$ cat src/rtl/tuner_phy_ctrl_arb_mc.sv
// rtl/tuner_phy_ctrl_arb_mc.sv - multi-channel tune/sync/commit arbiter for the tuner PHY
//
// Purpose:
//   Arbitrates NUM_CH controller channels (ch0 = search, ch1 = lock by
//   convention) onto the shared tuner DAC and power-detect path. A granted
//   channel's code is applied for one cycle and then a programmable settle
//   time elapses. After that, the first valid power sample is captured and
//   returned, or an error is flagged on timeout. Either way the transaction
//   completes with a one-cycle commit pulse to the granted channel.
//
// Ports:
//   clk            clock
//   rst            synchronous active-high reset
//   i_ch_req       per-channel level request, sampled only in INIT
//   i_ch_code      packed per-channel tuner codes, ch k at [k*CODE_WIDTH +: CODE_WIDTH]
//   i_sync_len     settle cycles after code apply, latched in TUNE
//   i_pwr          power-detect sample
//   i_pwr_valid    power-detect sample strobe
//   o_ch_gnt       one-hot grant, held TUNE through COMMIT
//   o_ch_commit    one-cycle one-hot commit pulse
//   o_ch_pwr       captured sample, valid with commit, held until next commit
//   o_ch_err       timeout flag, valid with commit, held until next commit
//   o_tuner_code   code driven to the tuner, holds last applied value
//   o_tuner_valid  one-cycle apply strobe (TUNE)
//   o_state        INIT=00, TUNE=01, SYNC=10, COMMIT=11

module tuner_phy_ctrl_arb_mc #(
    parameter int NUM_CH         = 2,
    parameter int CODE_WIDTH     = 8,
    parameter int PWR_WIDTH      = 8,
    parameter int SYNC_CNT_WIDTH = 8,
    parameter int TIMEOUT_CYCLES = 256,
    parameter int ARB_MODE       = 1
) (
    input  logic                         clk,
    input  logic                         rst,
    input  logic [NUM_CH-1:0]            i_ch_req,
    input  logic [NUM_CH*CODE_WIDTH-1:0] i_ch_code,
    input  logic [SYNC_CNT_WIDTH-1:0]    i_sync_len,
    input  logic [PWR_WIDTH-1:0]         i_pwr,
    input  logic                         i_pwr_valid,
    output logic [NUM_CH-1:0]            o_ch_gnt,
    output logic [NUM_CH-1:0]            o_ch_commit,
    output logic [PWR_WIDTH-1:0]         o_ch_pwr,
    output logic                         o_ch_err,
    output logic [CODE_WIDTH-1:0]        o_tuner_code,
    output logic                         o_tuner_valid,
    output logic [1:0]                   o_state
);

    localparam int IDX_W = $clog2(NUM_CH);
    localparam int TO_W  = $clog2(TIMEOUT_CYCLES + 1);

    localparam logic [IDX_W-1:0] IDX_LAST = IDX_W'(NUM_CH - 1);
    localparam logic [TO_W-1:0]  TO_LAST  = TO_W'(TIMEOUT_CYCLES - 1);

    typedef enum logic [1:0] {
        ST_INIT   = 2'b00,
        ST_TUNE   = 2'b01,
        ST_SYNC   = 2'b10,
        ST_COMMIT = 2'b11
    } state_t;

    state_t                    state;
    logic [IDX_W-1:0]          rr_ptr;
    logic [IDX_W-1:0]          gnt_idx;
    logic [SYNC_CNT_WIDTH-1:0] settle_cnt;
    logic [TO_W-1:0]           to_cnt;

    // Arbitration: requests at or above the round-robin pointer are tried
    // first; if none exist the search wraps to the lowest asserted index.
    // In fixed-priority mode every request counts as "upper", so the lowest
    // asserted index always wins.
    logic [NUM_CH-1:0]     upper_req;
    logic                  upper_any;
    logic [IDX_W-1:0]      upper_idx;
    logic [IDX_W-1:0]      any_idx;
    logic [IDX_W-1:0]      win_idx;
    logic [NUM_CH-1:0]     win_onehot;
    logic [CODE_WIDTH-1:0] win_code;

    always_comb begin
        upper_req  = '0;
        upper_any  = 1'b0;
        upper_idx  = '0;
        any_idx    = '0;
        win_idx    = '0;
        win_onehot = '0;
        win_code   = '0;

        for (int i = 0; i < NUM_CH; i++) begin
            upper_req[i] = i_ch_req[i] && ((ARB_MODE == 0) || (i >= int'(rr_ptr)));
        end

        // Descending scan so the lowest qualifying index is the last written.
        for (int i = NUM_CH - 1; i >= 0; i--) begin
            if (upper_req[i]) begin
                upper_idx = IDX_W'(i);
                upper_any = 1'b1;
            end
            if (i_ch_req[i]) begin
                any_idx = IDX_W'(i);
            end
        end

        win_idx = upper_any ? upper_idx : any_idx;

        for (int i = 0; i < NUM_CH; i++) begin
            if (IDX_W'(i) == win_idx) begin
                win_onehot[i] = 1'b1;
                win_code      = i_ch_code[i*CODE_WIDTH +: CODE_WIDTH];
            end
        end
    end

    always_ff @(posedge clk) begin
        if (rst) begin
            state         <= ST_INIT;
            rr_ptr        <= '0;
            gnt_idx       <= '0;
            settle_cnt    <= '0;
            to_cnt        <= '0;
            o_ch_gnt      <= '0;
            o_ch_commit   <= '0;
            o_ch_pwr      <= '0;
            o_ch_err      <= 1'b0;
            o_tuner_code  <= '0;
            o_tuner_valid <= 1'b0;
        end else begin
            o_tuner_valid <= 1'b0;
            o_ch_commit   <= '0;

            case (state)
                ST_INIT: begin
                    // Winner and its code are frozen here; later changes
                    // to i_ch_req / i_ch_code do not affect this transaction.
                    if (|i_ch_req) begin
                        gnt_idx       <= win_idx;
                        o_ch_gnt      <= win_onehot;
                        o_tuner_code  <= win_code;
                        o_tuner_valid <= 1'b1;
                        state         <= ST_TUNE;
                    end
                end

                ST_TUNE: begin
                    settle_cnt <= i_sync_len;
                    to_cnt     <= '0;
                    state      <= ST_SYNC;
                end

                ST_SYNC: begin
                    if (settle_cnt != '0) begin
                        // Still settling: samples are ignored.
                        settle_cnt <= settle_cnt - SYNC_CNT_WIDTH'(1);
                    end else if (i_pwr_valid) begin
                        o_ch_pwr    <= i_pwr;
                        o_ch_err    <= 1'b0;
                        o_ch_commit <= o_ch_gnt;
                        state       <= ST_COMMIT;
                    end else if (to_cnt == TO_LAST) begin
                        // TIMEOUT_CYCLES sample-eligible cycles without a sample.
                        o_ch_pwr    <= '0;
                        o_ch_err    <= 1'b1;
                        o_ch_commit <= o_ch_gnt;
                        state       <= ST_COMMIT;
                    end else begin
                        to_cnt <= to_cnt + TO_W'(1);
                    end
                end

                ST_COMMIT: begin
                    o_ch_gnt <= '0;
                    rr_ptr   <= (gnt_idx == IDX_LAST) ? '0 : gnt_idx + IDX_W'(1);
                    state    <= ST_INIT;
                end

                default: begin
                    state <= ST_INIT;
                end
            endcase
        end
    end

    assign o_state = state;

endmodule

$ cat config.mk
export PLATFORM = sky130hd
export DESIGN_NAME = tuner_phy_ctrl_arb_mc
export DESIGN_NICKNAME = d
export VERILOG_FILES = /design/src/rtl/tuner_phy_ctrl_arb_mc.sv
export SDC_FILE = /design/constraint.sdc
export NUM_CORES = 1
export LEC_CHECK = 0
export BUFFER_PORTS_ARGS = -buffer_cell sky130_fd_sc_hd__buf_4
export CELL_PAD_IN_SITES_DETAIL_PLACEMENT = 0
export CELL_PAD_IN_SITES_GLOBAL_PLACEMENT = 1
export CORE_MARGIN = 5
export CORE_UTILIZATION = 34
export CTS_CLUSTER_DIAMETER = 40
export CTS_CLUSTER_SIZE = 25
export DETAILED_ROUTE_END_ITERATION = 6
export PLACE_DENSITY_LB_ADDON = 0.1
export SLEW_MARGIN = 20
export SYNTH_ARGS = -nofsm -noshare
export SYNTH_HDL_FRONTEND = slang
export SYNTH_SLANG_ARGS = --single-unit
$ cat constraint.sdc
create_clock -name clk -period 1.86 [get_ports clk]
set_clock_uncertainty 0.1 [all_clocks]
set_input_delay 0.093 -clock clk [delete_from_list [all_inputs] [get_ports clk]]
set_output_delay 0.093 -clock clk [all_outputs]
set_load 0.01 [all_outputs]
==> results.yml <==
synth:
  synth_area_leader_cell: "dfxtp_1"
  yosysSeqAreaShare_pct: 40.00
  synth-edff-count: 0
  yosys_warnings: 0
  syn_area_sq_um: 2152
  synthArstFlopShare_pct: 0
  synth.area.top_cells: "dfxtp_1 40%, mux2i_1 8.4%, nand2_1 5.9%"
  syn-instance-count: 251
  ys.flop_type: "dfxtp_1"
  yosys_register_bits: 43
  synth_cell_types: 43
  syn_nets: 297
  avgSynthCellArea_sq_um: 8.574
  yosysTopAreaCellShare_pct: 40.00
placed_design:
  pre_cts_ws_ns: -0.07838
  dp.cells: 409
  place_congestion: 0.7785
  io_buffers: 60
  dp_hpwl_um: 4062
global_route:
  antenna_found_initial: 0
  grt_max_degree: 42
  track_usage_pct: 14.55
  overflow: 0
  grt_pass1_wl_um: 9252
  grt_pass1_vias: 2083
min_path:
  hp-start: "i_ch_req[0]"
  min_path_type: "input pin to register"
run:
  cap_violations: 0
power:
  power.total_uw: 4106
  ir_worst_vdd_mv: 0.6377
  p_leak_uw: 0.001402
  power_density_nw_per_um2: 1243
timing:
  fin_crit_sh_pct: 102.6
  slew_violations: 0
  slew_headroom_pct: 64.90
  hold_violations: 0
  period_needed_ns: 1.908
  setup_viol: 1
  rsz0062_at_grt: "yes"
  setup_ws_ns: -0.04798
  worst_pin_slew_ns: 0.5264
  fmax_mhz: 524.1
cells_and_area:
  drive_gt1_share_pct: 38.66
  nNetsFinal: 402
  fin_util_pct: 52.93
  areaGrowthSynthToFinish_pct: 53.49
  antennaDiodeCount: 0
  final_cells: 434
  final_common_cell: "buf_4"
  final_cell_mix: "94 x buf_4, 38 x dfxtp_1, 34 x nand2_1"
drt:
  drt-initial-drc-count: 49
  viasPerCell: 4.850
  drc: 0
  drt_first_pass_iters: 4
  num_vias: 2105
  wl_per_cell_um: 13.08
  routed_wl_um: 5675
  ant_nets: 0
clocking:
  clk_pin_slew_ns: 0.09
  cts_tree: "built"
  root_buffer: "clkbuf_8"
  htreeDepth: 2
  insertion_delay_ns: 0.29
  clk_path_buf_depth: 2
  cts_buffers: 5
  numClockSinks: 43
critical_path:
  crit_chain: "inv_2, ha_4, or3b_4, or4_1, a32oi_1, a21oi_1"
  path_delay_family: "simple AND/OR/NAND/NOR gates"
  cp_num_buf_inv: 1
  crit_path_end_kind: "register"
  crit_fanout: 3
  max_stage_delay_ns: 0.48
  slowest_stage: "or4_1"
  crit_arrival_ns: 1.98
  rr_startpoint: "settle_cnt[0]"
  cp_data_required_time_ns: 1.93
  crit_type: "register to register"
  startpoint: "settle_cnt[0]"
  setup.worst_path.start_class: "register"
die:
  fp.dieH_um: 89.56
  io_pins: 61
  fp.dieArea_sq_um: 8021
  die_x_um: 89.56
  start_util_pct: 34.48
  rows: 29
  core_sq_um: 6241
run_status:
  status: "finished, violations left"
  violations: "negative setup slack"
[routing by layer]
layer	GRT usage [%]	up-vias	wire length, um
li1	-	1110	-
met1	18.45	936	2698
met2	24.34	55	2562
met3	4.240	4	366
met4	3.248	0	48
met5	0	-	0
[report_power, final]
part	switching, uW	internal (uW)
Sequential	156	1110
Clock	339	400
Combinational	1060	1040
[through the flow]
step	setup TNS [ns]	hold slack [ns]	cell area, sq um
2_1_floorplan	-0.01473	0.1335	2188
3_3_place_gp	-0.1479	0.2508	2930
3_5_place_dp	-0.4031	0.2541	2930
4_1_cts	-0.1080	0.01565	3203
5_1_grt	-0.7245	0.05292	3303
6_report	-0.04798	0.01857	3303
[cells in the mapped netlist (3+ instances only)]
cell type / count
nor2_1: 18
o211ai_1: 3
nand4_1: 3
mux2i_1: 18
nand2b_1: 3
dfxtp_1: 43
o21ai_0: 9
a31oi_1: 3
a21oi_1: 25
ha_1: 9
nand3_1: 8
a211oi_1: 11
nor3b_1: 3
clkbuf_1: 7
or3_1: 8
and4_1: 3
nand2_1: 34
inv_1: 12
nor2b_1: 3
[area by class of cell]
| class | count | area, sq um |
|---|---|---|
| clock buffer | 5 | 68.82 |
| clock inverter | 3 | 43.79 |
| fill | 623 | 2938 |
| inverter | 12 | 45.04 |
| multi-input combinational | 185 | 1324 |
| sequential | 43 | 867.1 |
| tap | 77 | 96.34 |
| timing repair buffer | 109 | 858.3 |
[worst register-to-register path, stage by stage, from the launching register on]
cell and delay, ns:
dfxtp_2 0.33, inv_2 0.07, ha_4 0.13, or3b_4 0.40, or4_1 0.48, a32oi_1 0.18
a21oi_1 0.08
[cell families after synthesis]
group / share of synthesized area, %
compound gates: 17.15
fa+ha+maj: 5.233
buf+inv: 4.128
flops: 40.00
mux: 8.372
simple gates: 25.12
[state kept, by name (all words and copies together), names as in the netlist]
signal and flops:
o_ch_err 1, rr_ptr 1, o_state 2, o_ch_pwr 8, o_ch_gnt 2, o_ch_commit 2
o_tuner_valid 1, o_tuner_code 8, gnt_idx 1, settle_cnt 8, to_cnt 9
[path summary, 6_finish.rpt]
kind | to | slack [ns] | depth (start not counted)
min | o_tuner_valid | 0.02 | 3
max | settle_cnt[3] | -0.05 | 6
max reg2reg | settle_cnt[3] | -0.05 | 6
min reg2reg | o_ch_pwr[7] | 0.36 | 2
[timing repair]
item	in CTS	in global routing
resized for setup	6	17
buffers inserted	2	2
endpoints found under the hold margin	13	0
endpoints found under the setup margin	11	25
hold buffers	13	0
pin swaps	3	5
(Power assumes the default switching activity.)
